===== src/rtl/mem_arbiter.sv =====
// rtl/mem_arbiter.sv - two-port arbiter in front of a synchronous memory.
// Defining MEM_ARB_FIXED_PRIO_EN makes port A win every tie; otherwise ties go round-robin.
module mem_arbiter #(
  parameter int ADDR_W = 5,
  parameter int DATA_W = 8
) (
  input  logic              clk,
  input  logic              rst_n,
  input  logic              a_req,
  input  logic              a_we,
  input  logic [ADDR_W-1:0] a_addr,
  input  logic [DATA_W-1:0] a_wdata,
  output logic              a_ack,
  output logic [DATA_W-1:0] a_rdata,
  input  logic              b_req,
  input  logic              b_we,
  input  logic [ADDR_W-1:0] b_addr,
  input  logic [DATA_W-1:0] b_wdata,
  output logic              b_ack,
  output logic [DATA_W-1:0] b_rdata,
  output logic              mem_read,
  output logic              mem_write,
  output logic [ADDR_W-1:0] mem_addr,
  output logic [DATA_W-1:0] mem_data_in,
  input  logic [DATA_W-1:0] mem_data_out,
  output logic              busy
);

  typedef enum logic [1:0] {IDLE, ACCESS, RESP} state_t;

  state_t              state_q, state_d;
  logic                gnt_b_q, gnt_b_d;
  logic                we_q, we_d;
  logic                rd_q, rd_d;
  logic                wr_q, wr_d;
  logic                a_ack_q, a_ack_d;
  logic                b_ack_q, b_ack_d;
  logic [ADDR_W-1:0]   addr_q, addr_d;
  logic [DATA_W-1:0]   wdata_q, wdata_d;
  logic [DATA_W-1:0]   a_rdata_q, a_rdata_d;
  logic [DATA_W-1:0]   b_rdata_q, b_rdata_d;
  logic                grant_b;
`ifndef MEM_ARB_FIXED_PRIO_EN
  logic                last_b_q, last_b_d;
`endif

`ifdef MEM_ARB_FIXED_PRIO_EN
  assign grant_b = !a_req;
`else
  assign grant_b = b_req && (!a_req || !last_b_q);
`endif

  always_comb begin
    state_d   = state_q;
    gnt_b_d   = gnt_b_q;
    we_d      = we_q;
    addr_d    = addr_q;
    wdata_d   = wdata_q;
    a_rdata_d = a_rdata_q;
    b_rdata_d = b_rdata_q;
    rd_d      = 1'b0;
    wr_d      = 1'b0;
    a_ack_d   = 1'b0;
    b_ack_d   = 1'b0;
`ifndef MEM_ARB_FIXED_PRIO_EN
    last_b_d  = last_b_q;
`endif
    case (state_q)
      IDLE: begin
        if (a_req || b_req) begin
          gnt_b_d = grant_b;
          we_d    = grant_b ? b_we : a_we;
          addr_d  = grant_b ? b_addr : a_addr;
          wdata_d = grant_b ? b_wdata : a_wdata;
          wr_d    = grant_b ? b_we : a_we;
          rd_d    = grant_b ? !b_we : !a_we;
`ifndef MEM_ARB_FIXED_PRIO_EN
          last_b_d = grant_b;
`endif
          state_d = ACCESS;
        end
      end
      ACCESS: begin
        a_ack_d = !gnt_b_q;
        b_ack_d = gnt_b_q;
        state_d = RESP;
      end
      RESP: begin
        if (!we_q) begin
          if (gnt_b_q) b_rdata_d = mem_data_out;
          else         a_rdata_d = mem_data_out;
        end
        state_d = IDLE;
      end
      default: state_d = IDLE;
    endcase
  end

  always_ff @(posedge clk or negedge rst_n) begin
    if (!rst_n) begin
      state_q   <= IDLE;
      gnt_b_q   <= 1'b0;
      we_q      <= 1'b0;
      rd_q      <= 1'b0;
      wr_q      <= 1'b0;
      a_ack_q   <= 1'b0;
      b_ack_q   <= 1'b0;
      addr_q    <= '0;
      wdata_q   <= '0;
      a_rdata_q <= '0;
      b_rdata_q <= '0;
`ifndef MEM_ARB_FIXED_PRIO_EN
      last_b_q  <= 1'b1;
`endif
    end else begin
      state_q   <= state_d;
      gnt_b_q   <= gnt_b_d;
      we_q      <= we_d;
      rd_q      <= rd_d;
      wr_q      <= wr_d;
      a_ack_q   <= a_ack_d;
      b_ack_q   <= b_ack_d;
      addr_q    <= addr_d;
      wdata_q   <= wdata_d;
      a_rdata_q <= a_rdata_d;
      b_rdata_q <= b_rdata_d;
`ifndef MEM_ARB_FIXED_PRIO_EN
      last_b_q  <= last_b_d;
`endif
    end
  end

  // Memory read data only becomes valid during RESP, so it is passed through while ack is high.
  assign a_rdata     = (a_ack_q && !we_q) ? mem_data_out : a_rdata_q;
  assign b_rdata     = (b_ack_q && !we_q) ? mem_data_out : b_rdata_q;
  assign a_ack       = a_ack_q;
  assign b_ack       = b_ack_q;
  assign mem_read    = rd_q;
  assign mem_write   = wr_q;
  assign mem_addr    = addr_q;
  assign mem_data_in = wdata_q;
  assign busy        = (state_q != IDLE);

endmodule


===== config.mk =====
export PLATFORM = sky130hd
export DESIGN_NAME = mem_arbiter
export DESIGN_NICKNAME = d
export VERILOG_FILES = /design/src/rtl/mem_arbiter.sv
export SDC_FILE = /design/constraint.sdc
export NUM_CORES = 1
export LEC_CHECK = 0
export BUFFER_PORTS_ARGS = -buffer_cell sky130_fd_sc_hd__buf_4
export CORE_MARGIN = 4
export CORE_UTILIZATION = 47
export DETAILED_ROUTE_END_ITERATION = 16
export PLACE_DENSITY = 0.79
export SETUP_SLACK_MARGIN = 0.5
export SYNTH_ARGS = -nofsm -noshare
export SYNTH_HDL_FRONTEND = slang
export SYNTH_SLANG_ARGS = --single-unit

===== constraint.sdc =====
create_clock -name clk -period 2.2 [get_ports clk]
set_clock_uncertainty 0.2 [all_clocks]
set_input_delay 0.44 -clock clk [delete_from_list [all_inputs] [get_ports clk]]
set_output_delay 0.44 -clock clk [all_outputs]
set_load 0.05 [all_outputs]

After elaboration in Yosys (flattened, before gate mapping)
Cells that the tools add are included.
{"block": "totals", "elab_cells": 47, "output_inout_bits": 34, "in_bits": 40, "regBits": 38}
{"block": "op_classes", "reduce_logical": 16, "bitwise": 2, "n_eq_ne": 3, "mux": 14}
{"cell": "$mux 8", "n": 3}
{"cell": "$mux 1", "n": 8}
{"cell": "$logic_not 1->1", "n": 6}
{"cell": "$reduce_and 3->1", "n": 2}
{"cell": "$mux 5", "n": 1}
{"cell": "$pmux 2 s2", "n": 1}
{"cell": "$logic_and 1x1->1", "n": 3}
{"cell": "$eq 2x1->1 const B", "n": 1}
{"cell": "$eq 2x2->1 const B", "n": 1}
{"cell": "$logic_not 2->1", "n": 1}
{"cell": "$logic_or 1x1->1", "n": 2}
{"cell": "$mux 2", "n": 1}
{"cell": "$ne 2x2->1 const B", "n": 1}
{"cell": "$not 1->1", "n": 2}
{"cell": "$reduce_and 2->1", "n": 1}
{"cell": "$reduce_bool 2->1", "n": 1}

Longest topological paths before layout
{"block": "logic_depth", "ltp_word": 6, "depth_mapped": 6, "depth_no_buf": 4}

Worst setup path before layout
Ideal clock, no wire load.
{"block": "synth_path", "path_kind": "flip-flop to output port", "startpoint": "register a_ack_q, in the netlist a_ack", "endpoint": "output a_rdata[0]", "path_stages_with_launch": 4, "arrival_ns": 1.330, "path_buffers": 1, "path_slack_ns": 0.230, "required_ns": 1.560, "cell_sequence": "dfrtp_1 nand2b_1 buf_2 mux2_2"}
{"block": "synth_between", "elab_chain_cells": 2}
{"element": "start, declared", "line": "36", "rtl": "logic a_ack_q, a_ack_d;"}
{"element": "start signal, assigned", "line": "121", "rtl": "a_ack_q <= a_ack_d;"}
{"element": "$logic_and 1x1->1", "line": "134", "rtl": "assign a_rdata = (a_ack_q && !we_q) ? mem_data_out : a_rdata_q;"}
{"element": "$mux 8", "line": "134"}
{"element": "end, declared", "line": "14", "rtl": "output logic [DATA_W-1:0] a_rdata,"}
Every way passes these cells.

Final worst setup path
{"block": "layout_path", "startpoint": "register we_q", "endpoint": "output b_rdata[6]"}
{"block": "layout_between", "elab_chain_cells": 3}
{"element": "start, declared", "line": "33", "rtl": "logic we_q, we_d;"}
{"element": "start signal, assigned", "line": "118", "rtl": "we_q <= we_d;"}
{"element": "$logic_not 1->1", "line": "135", "rtl": "assign b_rdata = (b_ack_q && !we_q) ? mem_data_out : b_rdata_q;"}
{"element": "$logic_and 1x1->1", "line": "135"}
{"element": "$mux 8", "line": "135"}
{"element": "end, declared", "line": "20", "rtl": "output logic [DATA_W-1:0] b_rdata,"}
Every way passes these cells.

==> out/metrics.yaml <==
drt:
  drc: 0
  dr_wl_met3_um: 337
  ant_nets: 0
  drtPass1Iterations: 4
  met2RoutedLength_mm: 2.06
  drtIter0Drc: 40
  vias: 1484
  vias_per_cell: 5.19
  finalWirelength_mm: 4.23
  m1WireLength_mm: 1.77
  highest_layer: "met4"
  drt-wirelength-per-cell_um: 14.8
hold_path:
  min_delay_path_depth: 2
  min_from: "a_req"
  holdCritPathClass: "input port to flop"
  hold_end: "last_b_q"
finish:
  area_growth_pct: 55.8
  stdcell_area_um2: 2750
  layout-drive-gt1-share_pct: 58.0
  diodes: 0
  fill_cells: 256
  most-common-layout-cells: "buf_4, dfrtp_1, mux2_4, nand2_1, buf_6"
  final_common_cell: "buf_4"
  final_nets: 277
global_route:
  grt_first_pass_wirelength_mm: 6.86
  antenna_found_initial: 0
  grt_pass1_vias: 1511
  grt_start_max_net_pins: 39
  track_usage_pct: 17.7
  overflow: 0
sta:
  final-max-slew-violation-count: 0
  rsz0062_at_grt: "true"
  setup_viol: 0
  fin_crit_ps: 2170
  setup_slack_ps: 34.3
  fmax_ghz: 0.462
  max_slew_margin_pct: 68.9
  tightest_slew_ps: 466
  period_share_pct: 98.4
  hold_violations: 0
synthesis:
  syn-num-nets: 193
  synth_edf_count: 0
  ys_ff_latch: 38
  syn_inst: 153
  synthFlopType: "dfrtp_1"
  synth_cell_type_count: 23
  synthArstFlopShare_pct: 100
  syn_avg_cell_area_um2: 11.6
  syn_area_um2: 1770
  yosys_warnings: 0
  yosysSeqAreaShare_pct: 53.9
floorplanning:
  io_pins: 74
  rows: 22
  die-area_um2: 4810
  fp.dieH_um: 69.3
  core_region_area_um2: 3660
  die_w_um: 69.3
  start_util_pct: 48.3
job:
  maxCapViolCount: 0
cts:
  clk_path_buf_depth: 2
  cts_htree_levels: 2
  clock_sinks: 38
  tritoncts: "built"
  path_clk_slew_ps: 70
  cts_root_buffer: "clkbuf_8"
  cts_buffers: 5
  clk_latency_ps: 280
placement:
  placed_area_um2: 2450
  place_ws_ps: 190
  routabilityCongestion: 0.718
  place_hpwl_mm: 2.93
  io_buffers: 73
critical_path:
  rr_worst_depth: 4
  r2r_end: "b_rdata_q[5]"
  arrival_ps: 1530
  regToRegSetupSlack_ps: 450
  crit_path_end_kind: "output port"
  worstPathRequired_ps: 1560
  r2r-start: "we_q"
  cp_max_fo: 5
  worstSetupPathType: "flop to output port"
  crit_path_start_kind: "flop"
power_and_ir_drop:
  cellLeakagePower_nw: 1.36
  power_density_nw_per_um2: 1780
  peakVddDrop_v: 0.000954
run_status:
  status: "completed"
## critical path: stages (launching register included)
cell,delay [ps]
dfrtp_1,390
buf_6,120
nand2b_4,140
buf_6,140
mux2_4,300
buf_8,150
## how the worst max path moves through the flow
stage	start	endpoint
global route	we_q	b_rdata[6]
finish	we_q	b_rdata[6]
detailed placement	we_q	a_rdata[1]
floorplan	a_ack	a_rdata[0]
CTS	we_q	b_rdata[6]
global placement	we_q	a_rdata[4]
## cell type report
cell class                      count  area (um^2)  area share [%]
Tap cell                           48         60.1            2.18
Clock inverter                      1         5.00           0.182
Multi-Input combinational cell    104          900            32.7
Timing Repair Buffer               86          734            26.7
Inverter                            2         11.3           0.409
Clock buffer                        7         86.3            3.13
Sequential cell                    38          957            34.8
## per-stage QoR
step           util, %  cells  power [W]  hold slack [ps]  setup TNS (ps)
6_report          75.2    286    0.00489              140               0
4_1_cts           73.5    284    0.00481              130               0
2_1_floorplan        -    153    0.00331            -55.6               0
5_1_grt           75.2    286    0.00513              139           -19.9
3_3_place_gp      67.0    272    0.00401              227               0
3_5_place_dp      67.0    272    0.00406              228               0
## Yosys cell counts, drive strengths merged, types with 2 or more instances
| cell | number | share of area (%) |
|---|---|---|
| nand2b | 2 | 0.71 |
| nand2 | 27 | 5.7 |
| clkbuf | 2 | 0.42 |
| nor2 | 2 | 0.57 |
| and2 | 2 | 0.71 |
| mux2 | 32 | 20 |
| buf | 7 | 2.3 |
| a31oi | 14 | 5.0 |
| inv | 2 | 0.42 |
| a21oi | 16 | 4.5 |
| dfrtp | 37 | 52 |
| nor2b | 2 | 0.71 |
## timing repair
action / 4_1_cts / 5_1_grt
gates cloned: 0 / 0
pin swaps: 2 / 2
resized for setup: 30 / 14
setup endpoints to repair: 22 / 33
buffers inserted: 3 / 2
hold buffers: 1 / 0
endpoints found under the hold margin: 37 / 0
## registers in the layout, indices dropped and copies added, names as in the netlist, 2 cells and up
register	cells
a_rdata_q	8
mem_data_in	8
b_rdata_q	8
mem_addr	5
state_q	2
## routing by layer
layer  up-vias  GRT usage [%]
met5         -              0
li1        708              -
met1       712           21.2
met2        57           28.9
met4         0           7.16
met3         7           6.09
## power breakdown
part           total, W  switching [W]  internal [W]
combinational   0.00314        0.00181       0.00133
sequential      0.00127       0.000225       0.00105
clock          0.000478       0.000225      0.000253
## kinds of logic (layout without fill, tap and decap cells)
| group | count (synthesis) | after routing | synth area share (%) |
|---|---|---|---|
| flip-flops | 38 | 38 | 53.9 |
| AND/OR/NAND/NOR | 38 | 38 | 10.8 |
| AO/OA/AOI/OAI | 33 | 33 | 11.2 |
| multiplexers | 33 | 33 | 20.9 |
| buffers and inverters | 11 | 96 | 3.18 |
Note: power is estimated with default switching activity, not from simulation.
